**config.mk**
```make
export PLATFORM = sky130hd
export DESIGN_NAME = store_bus_ctrl
export DESIGN_NICKNAME = d
export VERILOG_FILES = /design/src/rtl/store_bus_ctrl.sv
export SDC_FILE = /design/constraint.sdc
export NUM_CORES = 1
export LEC_CHECK = 0
export CAP_MARGIN = 15
export CELL_PAD_IN_SITES_DETAIL_PLACEMENT = 1
export CELL_PAD_IN_SITES_GLOBAL_PLACEMENT = 1
export CORE_MARGIN = 4
export CORE_UTILIZATION = 48
export CTS_CLUSTER_DIAMETER = 30
export DETAILED_ROUTE_END_ITERATION = 8
export HOLD_SLACK_MARGIN = 0.06
export PLACE_DENSITY_LB_ADDON = 0.3
export SLEW_MARGIN = 10
export SYNTH_ARGS = -nofsm -noshare
export SYNTH_HDL_FRONTEND = slang
export SYNTH_SLANG_ARGS = --single-unit
```
**constraint.sdc**
```tcl
create_clock -name clk -period 3.19 [get_ports clk]
set_input_delay 0.4785 -clock clk [delete_from_list [all_inputs] [get_ports clk]]
set_output_delay 0.4785 -clock clk [all_outputs]
set_load 0.01 [all_outputs]
```
**src/rtl/store_bus_ctrl.sv**
```systemverilog
// store_bus_ctrl: in-order store buffer that drives one req/ack write transaction at a time.
// Misaligned stores, bus errors and timeouts retire with st_err so the store pipeline never hangs.
module store_bus_ctrl #(
    parameter int DEPTH   = 4,
    parameter int TIMEOUT = 255
) (
    input  logic        clk,
    input  logic        rst_n,
    input  logic        st_valid,
    input  logic [31:0] st_addr,
    input  logic [31:0] st_data,
    input  logic [1:0]  st_size,
    output logic        st_ready,
    output logic        store_done,
    output logic        st_err,
    output logic        bus_req,
    output logic        bus_we,
    output logic [31:0] bus_addr,
    output logic [31:0] bus_wdata,
    output logic [3:0]  bus_be,
    input  logic        bus_ack,
    input  logic        bus_err
);

    localparam int AW = (DEPTH > 1) ? $clog2(DEPTH) : 1;
    localparam int CW = AW + 1;
    localparam logic [CW-1:0] FULL_CNT   = CW'(DEPTH);
    localparam logic [7:0]    TIMER_LAST = 8'(TIMEOUT - 1);

    typedef enum logic {
        S_IDLE = 1'b0,
        S_REQ  = 1'b1
    } state_e;

    state_e state_q, state_d;

    // Handshakes: a store is accepted on every edge where st_valid && st_ready (st_ready is
    // simply !full, never a function of a same-cycle pop); the bus side holds bus_req and its
    // address/data/enables stable until bus_ack, bus_err or the timeout retires the head.
    logic [31:0]   addr_mem [DEPTH];
    logic [31:0]   data_mem [DEPTH];
    logic [1:0]    size_mem [DEPTH];
    logic          mis_mem  [DEPTH];

    logic [AW-1:0] wr_ptr_q, wr_ptr_d;
    logic [AW-1:0] rd_ptr_q, rd_ptr_d;
    logic [CW-1:0] count_q, count_d;
    logic [7:0]    timer_q, timer_d;

    logic          st_ready_q, st_ready_d;
    logic          done_q, done_d;
    logic          err_q, err_d;
    logic          bus_req_q, bus_req_d;
    logic [31:0]   bus_addr_q, bus_addr_d;
    logic [31:0]   bus_wdata_q, bus_wdata_d;
    logic [3:0]    bus_be_q, bus_be_d;

    logic          push, pop, launch;
    logic          empty, mis_in, timeout_hit;
    logic [31:0]   head_addr, head_data;
    logic [1:0]    head_size;
    logic          head_mis;
    logic [31:0]   fmt_wdata;
    logic [3:0]    fmt_be;

    assign push        = st_valid && st_ready_q;
    assign empty       = (count_q == '0);
    assign timeout_hit = (timer_q == TIMER_LAST);

    assign mis_in = (st_size == 2'd3) ||
                    ((st_size == 2'd1) && st_addr[0]) ||
                    ((st_size == 2'd2) && (st_addr[1:0] != 2'b00));

    assign head_addr = addr_mem[rd_ptr_q];
    assign head_data = data_mem[rd_ptr_q];
    assign head_size = size_mem[rd_ptr_q];
    assign head_mis  = mis_mem[rd_ptr_q];

    // Storage has no reset: occupancy is tracked by the pointers and count alone.
    always_ff @(posedge clk) begin
        if (push) begin
            addr_mem[wr_ptr_q] <= st_addr;
            data_mem[wr_ptr_q] <= st_data;
            size_mem[wr_ptr_q] <= st_size;
            mis_mem[wr_ptr_q]  <= mis_in;
        end
    end

    always_comb begin
        fmt_wdata = head_data;
        fmt_be    = 4'b1111;
        case (head_size)
            2'd0: begin
                fmt_wdata = {4{head_data[7:0]}};
                fmt_be    = 4'b0001 << head_addr[1:0];
            end
            2'd1: begin
                fmt_wdata = {2{head_data[15:0]}};
                fmt_be    = head_addr[1] ? 4'b1100 : 4'b0011;
            end
            default: begin
                fmt_wdata = head_data;
                fmt_be    = 4'b1111;
            end
        endcase
    end

    // FSM: state register
    always_ff @(posedge clk or negedge rst_n) begin
        if (!rst_n) begin
            state_q <= S_IDLE;
        end else begin
            state_q <= state_d;
        end
    end

    // FSM: next state
    always_comb begin
        state_d = state_q;
        case (state_q)
            S_IDLE: begin
                if (!empty && !head_mis) begin
                    state_d = S_REQ;
                end
            end
            S_REQ: begin
                if (bus_err || bus_ack || timeout_hit) begin
                    state_d = S_IDLE;
                end
            end
            default: state_d = S_IDLE;
        endcase
    end

    // FSM: outputs and datapath controls
    always_comb begin
        pop    = 1'b0;
        launch = 1'b0;
        done_d = 1'b0;
        err_d  = 1'b0;
        case (state_q)
            S_IDLE: begin
                if (!empty) begin
                    if (head_mis) begin
                        pop    = 1'b1;
                        done_d = 1'b1;
                        err_d  = 1'b1;
                    end else begin
                        launch = 1'b1;
                    end
                end
            end
            S_REQ: begin
                if (bus_err) begin
                    pop    = 1'b1;
                    done_d = 1'b1;
                    err_d  = 1'b1;
                end else if (bus_ack) begin
                    pop    = 1'b1;
                    done_d = 1'b1;
                end else if (timeout_hit) begin
                    pop    = 1'b1;
                    done_d = 1'b1;
                    err_d  = 1'b1;
                end
            end
            default: begin
                pop    = 1'b0;
                launch = 1'b0;
            end
        endcase
    end

    always_comb begin
        wr_ptr_d = wr_ptr_q;
        rd_ptr_d = rd_ptr_q;
        count_d  = count_q;
        if (push) begin
            wr_ptr_d = wr_ptr_q + AW'(1);
        end
        if (pop) begin
            rd_ptr_d = rd_ptr_q + AW'(1);
        end
        if (push && !pop) begin
            count_d = count_q + CW'(1);
        end else if (!push && pop) begin
            count_d = count_q - CW'(1);
        end
    end

    always_comb begin
        timer_d = timer_q;
        if (launch) begin
            timer_d = 8'd0;
        end else if ((state_q == S_REQ) && !pop) begin
            timer_d = timer_q + 8'd1;
        end
    end

    // Bus registers load only at launch, so they stay stable for the whole request.
    always_comb begin
        st_ready_d  = (count_d != FULL_CNT);
        bus_req_d   = (state_d == S_REQ);
        bus_addr_d  = bus_addr_q;
        bus_wdata_d = bus_wdata_q;
        bus_be_d    = bus_be_q;
        if (launch) begin
            bus_addr_d  = {head_addr[31:2], 2'b00};
            bus_wdata_d = fmt_wdata;
            bus_be_d    = fmt_be;
        end
    end

    always_ff @(posedge clk or negedge rst_n) begin
        if (!rst_n) begin
            wr_ptr_q    <= '0;
            rd_ptr_q    <= '0;
            count_q     <= '0;
            timer_q     <= 8'd0;
            st_ready_q  <= 1'b1;
            done_q      <= 1'b0;
            err_q       <= 1'b0;
            bus_req_q   <= 1'b0;
            bus_addr_q  <= 32'd0;
            bus_wdata_q <= 32'd0;
            bus_be_q    <= 4'd0;
        end else begin
            wr_ptr_q    <= wr_ptr_d;
            rd_ptr_q    <= rd_ptr_d;
            count_q     <= count_d;
            timer_q     <= timer_d;
            st_ready_q  <= st_ready_d;
            done_q      <= done_d;
            err_q       <= err_d;
            bus_req_q   <= bus_req_d;
            bus_addr_q  <= bus_addr_d;
            bus_wdata_q <= bus_wdata_d;
            bus_be_q    <= bus_be_d;
        end
    end

    assign st_ready   = st_ready_q;
    assign store_done = done_q;
    assign st_err     = err_q;
    assign bus_req    = bus_req_q;
    assign bus_we     = bus_req_q;
    assign bus_addr   = bus_addr_q;
    assign bus_wdata  = bus_wdata_q;
    assign bus_be     = bus_be_q;

endmodule

```
Yosys cells after proc, flatten, opt, wreduce, memory -nomap -nowiden
Memory sizes are Yosys's and may differ from the RTL's.
Cells that the tools add are included.
{"block": "totals", "register_bits": 85, "mem_bits_rw": 268, "in_bits": 71, "output_inout_bits": 73, "elab_cells": 71, "memories": 4}
{"name": "addr_mem", "words": 4, "width": 32, "rd": 1, "rd_clocked_by_memory_dff": 0, "wr": 1, "line": "40", "source": "logic [31:0] addr_mem [DEPTH];"}
{"name": "data_mem", "words": 4, "width": 32, "rd": 1, "rd_clocked_by_memory_dff": 0, "wr": 1, "line": "41", "source": "logic [31:0] data_mem [DEPTH];"}
{"name": "size_mem", "words": 4, "width": 2, "rd": 1, "rd_clocked_by_memory_dff": 0, "wr": 1, "line": "42", "source": "logic [1:0] size_mem [DEPTH];"}
{"name": "mis_mem", "words": 4, "width": 1, "rd": 1, "rd_clocked_by_memory_dff": 0, "wr": 1, "line": "43", "source": "logic mis_mem [DEPTH];"}
{"block": "classes", "addsub": 5, "eq_ne": 6, "shift": 1, "n_mux": 24, "bitwise_logic": 1, "n_reduce_logical": 19}
{"op": "$pmux 32 s2", "n": 1}
{"op": "$mux 8", "n": 2}
{"op": "$mux 1", "n": 14}
{"op": "$add 8x1->8 const B", "n": 1}
{"op": "$eq 8x8->1 const B", "n": 1}
{"op": "$pmux 4 s2", "n": 1}
{"op": "$logic_and 1x1->1", "n": 7}
{"op": "$mux 3", "n": 2}
{"op": "$pmux 1 s2", "n": 3}
{"op": "$add 2x1->2 const B", "n": 2}
{"op": "$eq 2x1->1 const B", "n": 2}
{"op": "$eq 2x2->1 const B", "n": 2}
{"op": "$logic_not 1->1", "n": 4}
{"op": "$logic_or 1x1->1", "n": 4}
{"op": "$mux 4", "n": 1}
{"op": "$reduce_bool 2->1", "n": 2}
{"op": "$shl 1x2->4 const A", "n": 1}
{"op": "$add 3x1->3 const B", "n": 1}
{"op": "$logic_not 3->1", "n": 1}
{"op": "$ne 3x3->1 const B", "n": 1}
{"op": "$sub 3x1->3 const B", "n": 1}
{"op": "$logic_not 2->1", "n": 1}
{"op": "$not 1->1", "n": 1}

Logic depth before layout (Yosys ltp)
{"block": "depth", "word_depth": 9, "ltp_mapped": 8, "ltp_nobuf": 8}

Worst setup path before layout
Ideal clock, no wire load.
{"block": "synth_path", "kind": "register to register", "startpoint": "register wr_ptr_q[0]", "endpoint": "memory addr_mem[2][0] (enable)", "setup_ps": 433, "arrival_ps": 2235, "required_time_ps": 2757, "path_slack_ps": 523, "path_stages_with_launch": 4, "n_path_buf": 0, "synth_period_minus_slack_ps": 2667, "path_cell_list": "dfrtp_1 inv_1 ha_1 and3_1"}
{"item": "start: declaration", "line": "45", "source": "logic [AW-1:0] wr_ptr_q, wr_ptr_d;"}
{"item": "start signal: assignment", "line": "228", "source": "wr_ptr_q <= wr_ptr_d;"}
{"item": "end: declaration", "line": "40"}
No word-level cell before the write port.

Worst setup path after layout
{"block": "layout_path", "startpoint": "register rd_ptr_q[0]", "endpoint": "register bus_wdata_q[9], in the netlist bus_wdata[9]"}
{"block": "layout_via", "elab_chain_cells": 4, "elab_cells_between_ends": 9, "classes_between": "1 x eq/ne; 4 x mux; 1 x reduce/logical; 3 x memory"}
{"item": "start: declaration", "line": "46", "source": "logic [AW-1:0] rd_ptr_q, rd_ptr_d;"}
{"item": "start signal: assignment", "line": "229", "source": "rd_ptr_q <= rd_ptr_d;"}
{"item": "$mem_v2 4x1"}
{"item": "$mux 1", "line": "144", "source": "if (head_mis) begin"}
{"item": "$mux 1", "line": "143", "source": "if (!empty) begin"}
{"item": "$mux 1", "line": "141", "source": "case (state_q)"}
{"item": "end signal: assignment", "line": "237", "source": "bus_wdata_q <= bus_wdata_d;"}
{"item": "end: declaration", "line": "55", "source": "logic [31:0] bus_wdata_q, bus_wdata_d;"}
Parallel ways exist; a longest one is shown, timed or not.
A chain may end at the register's enable or synchronous reset.

==> metrics.md <==
| Metric | Value |
|---|---|
| Initial antenna violation count | `3` |
| Slew @ Worst Pin | `between 1 and 1.5 ns` |
| Port bufs | `141` |
| RSZ-0062 raised after global routing | `no` |
| Num CTS Buffers | `70` |
| Post_cts resized | `0` |
| Number of distinct library cells after synthesis | `36` |
| Area leader, netlist | `edfxtp_1` |
| Area grow syn2layout | `32.13%` |
| Detail Placement HPWL | `between 15000 and 20000 µm` |
| Vias in the first global route | `a little under 9000` |
| Worst min path class | `input port to async pin` |
| Ys flop type | `edfxtp_1` |
| Clock Sinks | `353` |
| Pins over their slew limit | `0` |
| Mapped Cells | `around 770` |
| Clk_lat worst skew | `approximately 0.57 ns` |
| Crit path launch type | `flop` |
| Post-synth EDFFs | `~270` |
| Congestion Overflow GR | `0` |
| Relative slew slack | `0.2851` |
| Avg WL per Cell | `roughly 24 µm` |
| Io pins | `144` |
| Data arrival, critical path | `roughly 2.9 ns` |
| Rows | `between 60 and 70` |
| Compound-cell area share of the yosys netlist | `0.01889` |
| Status | `completed` |
| Seq/Total Area, Yosys | `0.7530` |
| Finish-stage setup viols | `0` |
| Synth Area in Adders | `0.009906` |
| Core Box Area | `~28000 µm²` |
| Final TNS setup | `0 ns` |
| Worst Setup End Kind | `flop` |
| Initial Util | `0.4864` |
| CP Max Fanout | `94` |
| Final Non-Filler Cells | `approximately 1400` |
| Drt via density | `around 5.4` |
| P_leak | `~6.6 nW` |
| TritonCTS clock tree | `built` |
| Setup bufs post-CTS | `0` |
| Synth Area in XOR/XNOR | `0.008425` |
| Post-Synth Simple-Gate Area | `0.06194` |
| Largest cells by area after synthesis | `edfxtp_1, dfrtp_1, mux4_2` |
| Routed WL | `roughly 34000 µm` |
| Share of layout cells above drive strength 1 | `0.2087` |
| Fillers | `~2400` |
| Syn. warnings | `0` |
| Asr flop ratio synth | `0.2408` |
| Worst VDD drop | `between 0.0005 and 0.0006 V` |
| Die width | `175.8 µm` |
| Clock Path Buffers | `3` |
| Final min period | `between 2 and 3 ns` |
| Final period util | `0.7908` |
| Synthesized cell area | `between 10000 and 15000 µm²` |
| Syn_area_per_cell | `roughly 18 µm²` |
| Root Buffer | `clkbuf_16` |
| H-tree depth | `3` |
| Worst clock skew | `0.01874 ns` |
| DRC violations left | `0` |
| Post-synthesis mux area share | `0.1317` |
| Via count | `7594` |
| Maxcap violations | `0` |
| Hold buffers post-CTS | `0` |
| First-pass GRT wire length | `between 50000 and 60000 µm` |
| Die area | `roughly 30000 µm²` |
| ANT nets after route | `0` |
| Fmax | `just under 400 MHz` |
| Largest family of logic cells by synthesized area | `multiplexers` |
| Final Hold Fails | `0` |
| Placed cells | `approximately 1300` |
| 1st-iter DRT viols | `558` |
| R2R cell count | `4` |
| Clk pin slew, worst setup/hold paths | `approximately 0.050 ns` |
| DIE HEIGHT | `roughly 180 µm` |
| Total global-route track usage | `0.2271` |
| CP Class | `flop to flop` |
| Layout net count | `a little over 1000` |
| TritonRoute pass-1 iters | `5` |
| Routability Congestion | `approximately 0.74` |
| Largest net degree at the start of global routing | `95` |
| Post-synthesis register bit count | `between 300 and 400` |
| Synth top area share | `0.5955` |
| Worst endpoint required time | `3.57 ns` |
| Power per standard cell area | `around 1100 nW/µm²` |
-- layout make-up --
class / instances / area, µm² / share of cell area
Timing Repair Buffer: 157 / 1592 / 0.08913
Sequential cell: 353 / 10180 / 0.5703
Clock buffer: 81 / 1824 / 0.1022
Clock inverter: 48 / 591.8 / 0.03314
Antenna cell: 2 / 5.005 / 0.0002803
Multi-Input combinational cell: 369 / 3157 / 0.1768
Tap cell: 378 / 473.0 / 0.02649
Inverter: 8 / 30.03 / 0.001682
-- metal layers --
metal,vias to the layer above,GRT usage,part of all wire
met4,2,0.08609,0.028
met3,73,0.05080,0.054
met5,-,0,0.00044
li1,3304,-,-
met2,230,0.3854,0.53
met1,3985,0.2887,0.39
-- final timing paths --
path	start	end	slack, ns
max	rd_ptr_q[0]	bus_wdata[9]	0.67
min	rst_n	timer_q[3]	0.10
max reg2reg	rd_ptr_q[0]	bus_wdata[9]	0.67
min reg2reg	bus_addr[24]	bus_addr[24]	0.47
max in group asynchronous	rst_n	bus_wdata[24]	2.25
min in group clk	bus_addr[24]	bus_addr[24]	0.47
-- cells in the final DEF (no fill, tap or decap), drive strengths merged, types with 2 or more instances in the layout --
| cell type | n |
|---|---|
| clkdlybuf4s50 | 140 |
| bufinv | 10 |
| conb | 2 |
| clkinv | 21 |
| dfrtp | 84 |
| and3 | 5 |
| mux4 | 67 |
| clkinvlp | 12 |
| clkbuf | 81 |
| nor2 | 20 |
| edfxtp | 268 |
| maj3 | 2 |
| o21ai | 33 |
| nor3 | 5 |
| ha | 9 |
| mux2i | 27 |
| inv | 13 |
| xnor2 | 9 |
| diode | 2 |
| nand2b | 2 |
| nor2b | 4 |
| nand3 | 5 |
| buf | 17 |
| a21oi | 11 |
| xor2 | 4 |
| nand2 | 154 |
| or3 | 4 |
-- where the power goes --
part | total, mW | switching, mW | leakage, nW | internal [mW]
combinational | 5.80 | 3.23 | 1.94 | 2.57
clock | 7.44 | 2.49 | 1.14 | 4.95
sequential | 6.83 | 0.625 | 3.51 | 6.21
total | 20.1 | 6.35 | 6.60 | 13.7
-- critical path, stage by stage, from the launching register on --
cell,delay [ns]
dfrtp_4,0.63
mux4_2,0.60
or3_4,0.73
nand2_1,0.22
o21ai_0,0.12
-- sequential cells by signal, summed over array words and instances (netlist names), 3 cells and up --
| name | flops |
|---|---|
| count_q | 3 |
| bus_wdata | 32 |
| timer_q | 8 |
| bus_be | 4 |
| data_mem | 128 |
| bus_addr | 30 |
| addr_mem | 128 |
| mis_mem | 4 |
| size_mem | 8 |
-- stage by stage --
stage          total power, mW  utilization  setup WS (ns)  hold slack [ns]  area, µm²
3_5_place_dp             12.60       0.5556         0.6878           0.4688      15430
4_1_cts                  20.33       0.6425         0.6429           0.1339      17850
3_3_place_gp             12.36       0.5556         0.7538           0.4597      15430
2_1_floorplan            10.19            -         0.5228           0.1829      13520
5_1_grt                  21.07       0.6426         0.4906           0.1604      17850
6_report                 20.08       0.6427         0.6674           0.1010      17860
-- cells in the mapped netlist (5+ instances only) --
| cell type | n |
|---|---|
| mux2i_1 | 27 |
| and3_1 | 5 |
| xnor2_1 | 9 |
| inv_1 | 7 |
| ha_1 | 9 |
| clkbuf_1 | 17 |
| edfxtp_1 | 268 |
| nor2_1 | 19 |
| nand3_1 | 5 |
| mux4_2 | 67 |
| nor3_1 | 5 |
| nand2_1 | 154 |
| buf_4 | 5 |
| buf_2 | 13 |
| dfrtp_1 | 84 |
| o21ai_0 | 32 |
| a21oi_1 | 11 |
-- logic make-up (layout without fill, tap and decap cells) --
kind of cell,count (synthesis),in the layout
flops,353,353
simple gates,202,202
mux,94,94
compound gates,47,47
buf+inv,46,294
xor+xnor,13,13
fa+ha+maj,11,11
other cells,1,4
No activity file was read; power rests on OpenSTA's default activity.
